## src/rtl/tia_sync_ctrl.sv

```systemverilog
// TIA beam timing: color-clock/scanline counters, CPU clock-enable and WSYNC halt.
// Optional RSYNC register (0x03) is built when TIA_RSYNC_EN is defined.
module tia_sync_ctrl (
    input  logic        Clk,
    input  logic        Reset,
    input  logic        R,
    input  logic [12:0] A,
    input  logic [7:0]  D,
    output logic        CpuEn,
    output logic        RDY,
    output logic [7:0]  HCount,
    output logic [7:0]  xPos,
    output logic [8:0]  ScanLine,
    output logic        HBlank,
    output logic        VBlank,
    output logic        VSync,
    output logic        Blank,
    output logic        LineStart
);

    localparam logic [7:0] LINE_LAST  = 8'd227;
    localparam logic [7:0] HBLANK_LEN = 8'd68;
    localparam logic [7:0] RSYNC_LOAD = 8'd225;
    localparam logic [8:0] SL_MAX     = 9'd511;

    localparam logic [5:0] REG_VSYNC  = 6'h00;
    localparam logic [5:0] REG_VBLANK = 6'h01;
    localparam logic [5:0] REG_WSYNC  = 6'h02;
`ifdef TIA_RSYNC_EN
    localparam logic [5:0] REG_RSYNC  = 6'h03;
`endif

    typedef enum logic {
        ST_RUN  = 1'b0,
        ST_HALT = 1'b1
    } halt_e;

    logic [1:0] phase_q, phase_d;
    logic       cpuen_q, cpuen_d;
    logic [7:0] hcount_q, hcount_d;
    logic [8:0] scanline_q, scanline_d;
    logic       vsync_q, vsync_d;
    logic       vblank_q, vblank_d;
    logic       rdy_q, rdy_d;
    halt_e      state_q, state_d;

    logic wr_en, wr_vsync, wr_vblank, wr_wsync, wr_rsync;
    logic line_end, vsync_fall;

    // Address/data bits outside the decoded sync registers.
    logic unused_bus;
    assign unused_bus = ^{A[11:8], A[6], D[7:2], D[0]};

    // Bus decode: writes land only on the CPU-enabled color clock.
    always_comb begin
        wr_en     = cpuen_q & ~R & ~A[12] & ~A[7];
        wr_vsync  = wr_en & (A[5:0] == REG_VSYNC);
        wr_vblank = wr_en & (A[5:0] == REG_VBLANK);
        wr_wsync  = wr_en & (A[5:0] == REG_WSYNC);
`ifdef TIA_RSYNC_EN
        wr_rsync  = wr_en & (A[5:0] == REG_RSYNC);
`else
        wr_rsync  = 1'b0;
`endif
        line_end   = (hcount_q == LINE_LAST);
        vsync_fall = wr_vsync & ~D[1] & vsync_q;
    end

    always_comb begin
        phase_d = (phase_q == 2'd2) ? 2'd0 : phase_q + 2'd1;
        cpuen_d = (phase_d == 2'd2);

        hcount_d = line_end ? 8'd0 : hcount_q + 8'd1;
        if (wr_rsync)
            hcount_d = RSYNC_LOAD;

        scanline_d = scanline_q;
        if (line_end && scanline_q != SL_MAX)
            scanline_d = scanline_q + 9'd1;
        if (vsync_fall)
            scanline_d = 9'd0;

        vsync_d  = wr_vsync  ? D[1] : vsync_q;
        vblank_d = wr_vblank ? D[1] : vblank_q;
    end

    // Halt FSM: a WSYNC accepted on the wrap edge wins over the release,
    // so the CPU stays stalled for the whole following line.
    always_comb begin
        state_d = state_q;
        case (state_q)
            ST_RUN:  if (wr_wsync) state_d = ST_HALT;
            ST_HALT: if (line_end && !wr_wsync) state_d = ST_RUN;
            default: state_d = ST_RUN;
        endcase
        rdy_d = (state_d == ST_RUN);
    end

    always_ff @(posedge Clk) begin
        if (Reset) begin
            phase_q    <= 2'd0;
            cpuen_q    <= 1'b0;
            hcount_q   <= 8'd0;
            scanline_q <= 9'd0;
            vsync_q    <= 1'b0;
            vblank_q   <= 1'b0;
            rdy_q      <= 1'b1;
            state_q    <= ST_RUN;
        end else begin
            phase_q    <= phase_d;
            cpuen_q    <= cpuen_d;
            hcount_q   <= hcount_d;
            scanline_q <= scanline_d;
            vsync_q    <= vsync_d;
            vblank_q   <= vblank_d;
            rdy_q      <= rdy_d;
            state_q    <= state_d;
        end
    end

    assign CpuEn     = cpuen_q;
    assign RDY       = rdy_q;
    assign HCount    = hcount_q;
    assign ScanLine  = scanline_q;
    assign VSync     = vsync_q;
    assign VBlank    = vblank_q;
    assign HBlank    = (hcount_q < HBLANK_LEN);
    assign xPos      = HBlank ? 8'd0 : hcount_q - HBLANK_LEN;
    assign Blank     = HBlank | vblank_q | vsync_q;
    assign LineStart = (hcount_q == 8'd0);

endmodule

```

## config.mk

```make
export PLATFORM = sky130hd
export DESIGN_NAME = tia_sync_ctrl
export DESIGN_NICKNAME = d
export VERILOG_FILES = /design/src/rtl/tia_sync_ctrl.sv
export SDC_FILE = /design/constraint.sdc
export NUM_CORES = 1
export LEC_CHECK = 0
export ABC_AREA = 1
export ABC_CLOCK_PERIOD_IN_PS = 1900
export CAP_MARGIN = 20
export CORE_UTILIZATION = 42
export DETAILED_ROUTE_END_ITERATION = 7
export GPL_ROUTABILITY_DRIVEN = 0
export HOLD_SLACK_MARGIN = 0.06
export PLACE_DENSITY = 0.83
export REMOVE_ABC_BUFFERS = 1
export SLEW_MARGIN = 20
export SYNTH_ARGS = -nofsm -noshare
export SYNTH_HDL_FRONTEND = slang
export SYNTH_SLANG_ARGS = --single-unit
```

## constraint.sdc

```tcl
create_clock -name Clk -period 1.9 [get_ports Clk]
set_input_delay 0.285 -clock Clk [delete_from_list [all_inputs] [get_ports Clk]]
set_output_delay 0.285 -clock Clk [all_outputs]
set_load 0.05 [all_outputs]
```

==> flow_metrics.py <==
metrics = {
    "placed_design": {
        "io_buffers": 43,
        "post-place-ws_ns": 0.07023,
        "dp_hpwl_um": 2313,
    },
    "yosys": {
        "synth_common_cells": "nor2_1 (42), nand2_1 (40), inv_1 (31), dfxtp_1 (23), nand3_1 (10)",
        "yosysTopAreaCellShare_pct": 35.87,
        "seq_area_frac_synth_pct": 35.87,
        "netlist_instances": 191,
        "synth.most_common_cell": "nor2_1",
        "ys_types": 22,
        "yosysTopAreaCell": "dfxtp_1",
        "yosysWarnings": 0,
        "synth-edff-count": 0,
        "ys_ff_latch": 23,
        "postSynth.asyncResetShare_pct": 0,
        "yosys-top-cells-area": "dfxtp_1 (36%), nor2_1 (12%), nand2_1 (12%)",
        "syn_area_um2": 1284,
        "avgSynthCellArea_um2": 6.721,
        "synth_ff_type": "dfxtp_1",
    },
    "outcome": {
        "outcome": "complete, but fails checks",
        "violations": "DRC, setup timing",
    },
    "clocking": {
        "clk_pin_slew_ns": 0.13,
        "clock_latency_ns": 0.32,
        "ctsRootBufferMaster": "clkbuf_4",
        "cts_buffers": 3,
        "cts_tree": "done",
        "cts.sinks": 23,
        "htree_levels": 1,
        "clock_path_buffers": 2,
    },
    "global_routing": {
        "busiest_layer": "met2",
        "gr-usage-all-layers_pct": 21.59,
        "gr-usage-met1_pct": 26.69,
        "grtUsageMet3_pct": 2.494,
        "grt_pass1_wl_um": 5478,
        "antenna_found_initial": 0,
        "grt_pass1_vias": 1265,
        "grtUsageMet2_pct": 37.65,
        "grt_max_degree": 13,
        "grt-ovfl-total": 0,
    },
    "critical_path": {
        "start_kind": "flip-flop",
        "critPathMaxFanout": 7,
        "max_stage_delay_ns": 0.37,
        "path_class": "flip-flop to output pin",
        "cp_cell_sequence": "inv_2 -> ha_4 -> nand2_4 -> nor2_4 -> nor2_4 -> nor2_2 -> buf_6 -> a21oi_4 -> buf_12",
        "crit_required_ns": 1.62,
        "cp.arrival_ns": 1.66,
        "path_common_cell": "nor2_4",
        "crit_path_start": "HCount[2]",
        "r2r_end": "ScanLine[2]",
        "r2r_cells": 11,
        "timing.rr.start": "ScanLine[1]",
        "crit_slowest_cell": "dfxtp_2",
        "r2r_setup_slack_ns": 0.13,
        "critPathCapture": "xPos[5]",
        "critical_path.endpoint_type": "output pin",
    },
    "detailed_routing": {
        "wire_per_inst_um": 13.04,
        "postRouteAntennaNets": 0,
        "wirelength_um": 3676,
        "via_per_inst": 5.099,
        "drc_errors": 3,
        "drtPass1Iterations": 6,
        "first_iter_violations": 57,
        "vias": 1438,
    },
    "timing": {
        "drv_slew": 0,
        "fmax_mhz": 513.1,
        "fin_ws_ns": -0.04878,
        "fin_crit_ns": 1.949,
        "hold_slack_ns": 0.4249,
        "finClkSkew_ns": 0.003028,
        "tightest_slew_ns": 0.5535,
        "tns_ns": -0.1244,
        "slew_headroom_pct": 62.78,
        "setup_viol": 7,
        "post-route-period-util_pct": 102.6,
        "grt_setup_unrepaired": "yes",
        "finalHoldViolCount": 0,
    },
    "pwr": {
        "vdd_ir_drop_max_v": 0.0002837,
        "p_leak_nw": 0.9530,
        "power.density_nw_per_um2": 426.3,
        "finalPower_mw": 0.8939,
    },
    "final_layout": {
        "n_fill_cell": 198,
        "drive_above_1_share_pct": 25.50,
        "fin_nets": 282,
        "n_antenna_cell": 0,
        "syn_to_final_growth_pct": 63.35,
        "postLayoutCoreUtil_pct": 74.13,
    },
    "job": {
        "max_cap_violations": 0,
    },
    "floorplanning": {
        "row_count": 19,
        "num_io_pins": 56,
        "die_area_um2": 3282,
        "die_w_um": 57.29,
        "core_um2": 2829,
        "dieHeight_um": 57.29,
        "start_util_pct": 45.38,
    },
    "worst_hold_path": {
        "min_path_type": "flip-flop to flip-flop",
    },
}
repair_timing:
| item | 4_1_cts | 5_1_grt |
|---|---|---|
| pin swaps | 4 | 5 |
| gates cloned | 0 | 0 |
| buffers inserted | 3 | 5 |
| endpoints found under the setup margin | 13 | 22 |
| hold buffers | 0 | 0 |
| resized for setup | 25 | 18 |
placed cells by master, fill, tap and decap left out, types with 2 or more instances in the layout:
cell type / count
nor2_2: 5
nand2_1: 39
o21ai_2: 2
dlygate4sd2_1: 4
buf_4: 14
nand3_1: 10
nor3_1: 4
xnor2_1: 4
buf_12: 11
dfxtp_2: 5
clkbuf_4: 3
xor2_1: 5
ha_1: 4
dlymetal6s2s_1: 4
clkdlybuf4s50_1: 23
o21ai_0: 2
a21oi_1: 4
nor2_4: 5
dfxtp_1: 17
inv_1: 27
nand4_1: 4
nor2_1: 33
inv_2: 7
nand2_2: 2
stage by stage:
stage	cells	instance area (um^2)
2_1_floorplan	190	1272
3_3_place_gp	270	1894
3_5_place_dp	270	1894
4_1_cts	277	2011
5_1_grt	282	2097
6_report	282	2097
critical path, delay by kind of cell (launching register included):
family	cells	cell delay (ns)
flip-flops	1	0.37
buffers and inverters	3	0.37
AND/OR/NAND/NOR	4	0.29
adder cells (fa/ha/maj)	1	0.16
AO/OA/AOI/OAI	1	0.16
layout make-up:
cell class	count	area [um^2]	share of cell area, %
Clock buffer	4	26.28	1.253
Inverter	34	127.6	6.086
Multi-Input combinational cell	133	782.0	37.29
Sequential cell	23	470.5	22.43
Tap cell	31	38.79	1.850
Timing Repair Buffer	57	651.9	31.09
power by group:
group	switching [mW]	internal (mW)
Combinational	0.0906	0.0698
Sequential	0.00813	0.490
Clock	0.153	0.0822
layer usage:
layer  wire length [um]  share of wire, %
met5                  0                 0
met4                122               3.3
met1               1515                41
met2               1854                50
met3                184               5.0
logic make-up (layout without fill, tap and decap cells):
logic type	count (synthesis)	count (layout)	share of synthesized area, %
AO/OA/AOI/OAI	12	12	5.945
XOR/XNOR	9	9	6.140
adder cells (fa/ha/maj)	6	6	5.848
flip-flops	23	23	35.87
buffers and inverters	35	95	10.82
AND/OR/NAND/NOR	106	106	35.38
state kept, by name (all words and copies together), names as in the netlist:
register,flops
HCount,8
VSync,1
ScanLine,9
VBlank,1
state_q,1
RDY,1
phase_q,2
worst min-delay path by stage:
stage                     depth (start not counted)  startpoint    endpoint
after floorplan                                   1       Reset       VSync
after global placement                            1  phase_q[0]  phase_q[0]
after detailed placement                          1  phase_q[0]  phase_q[0]
after CTS                                         1  phase_q[0]  phase_q[0]
after global routing                              1  phase_q[0]  phase_q[0]
final                                             1  phase_q[0]  phase_q[0]
Note: power is estimated with default switching activity, not from simulation.
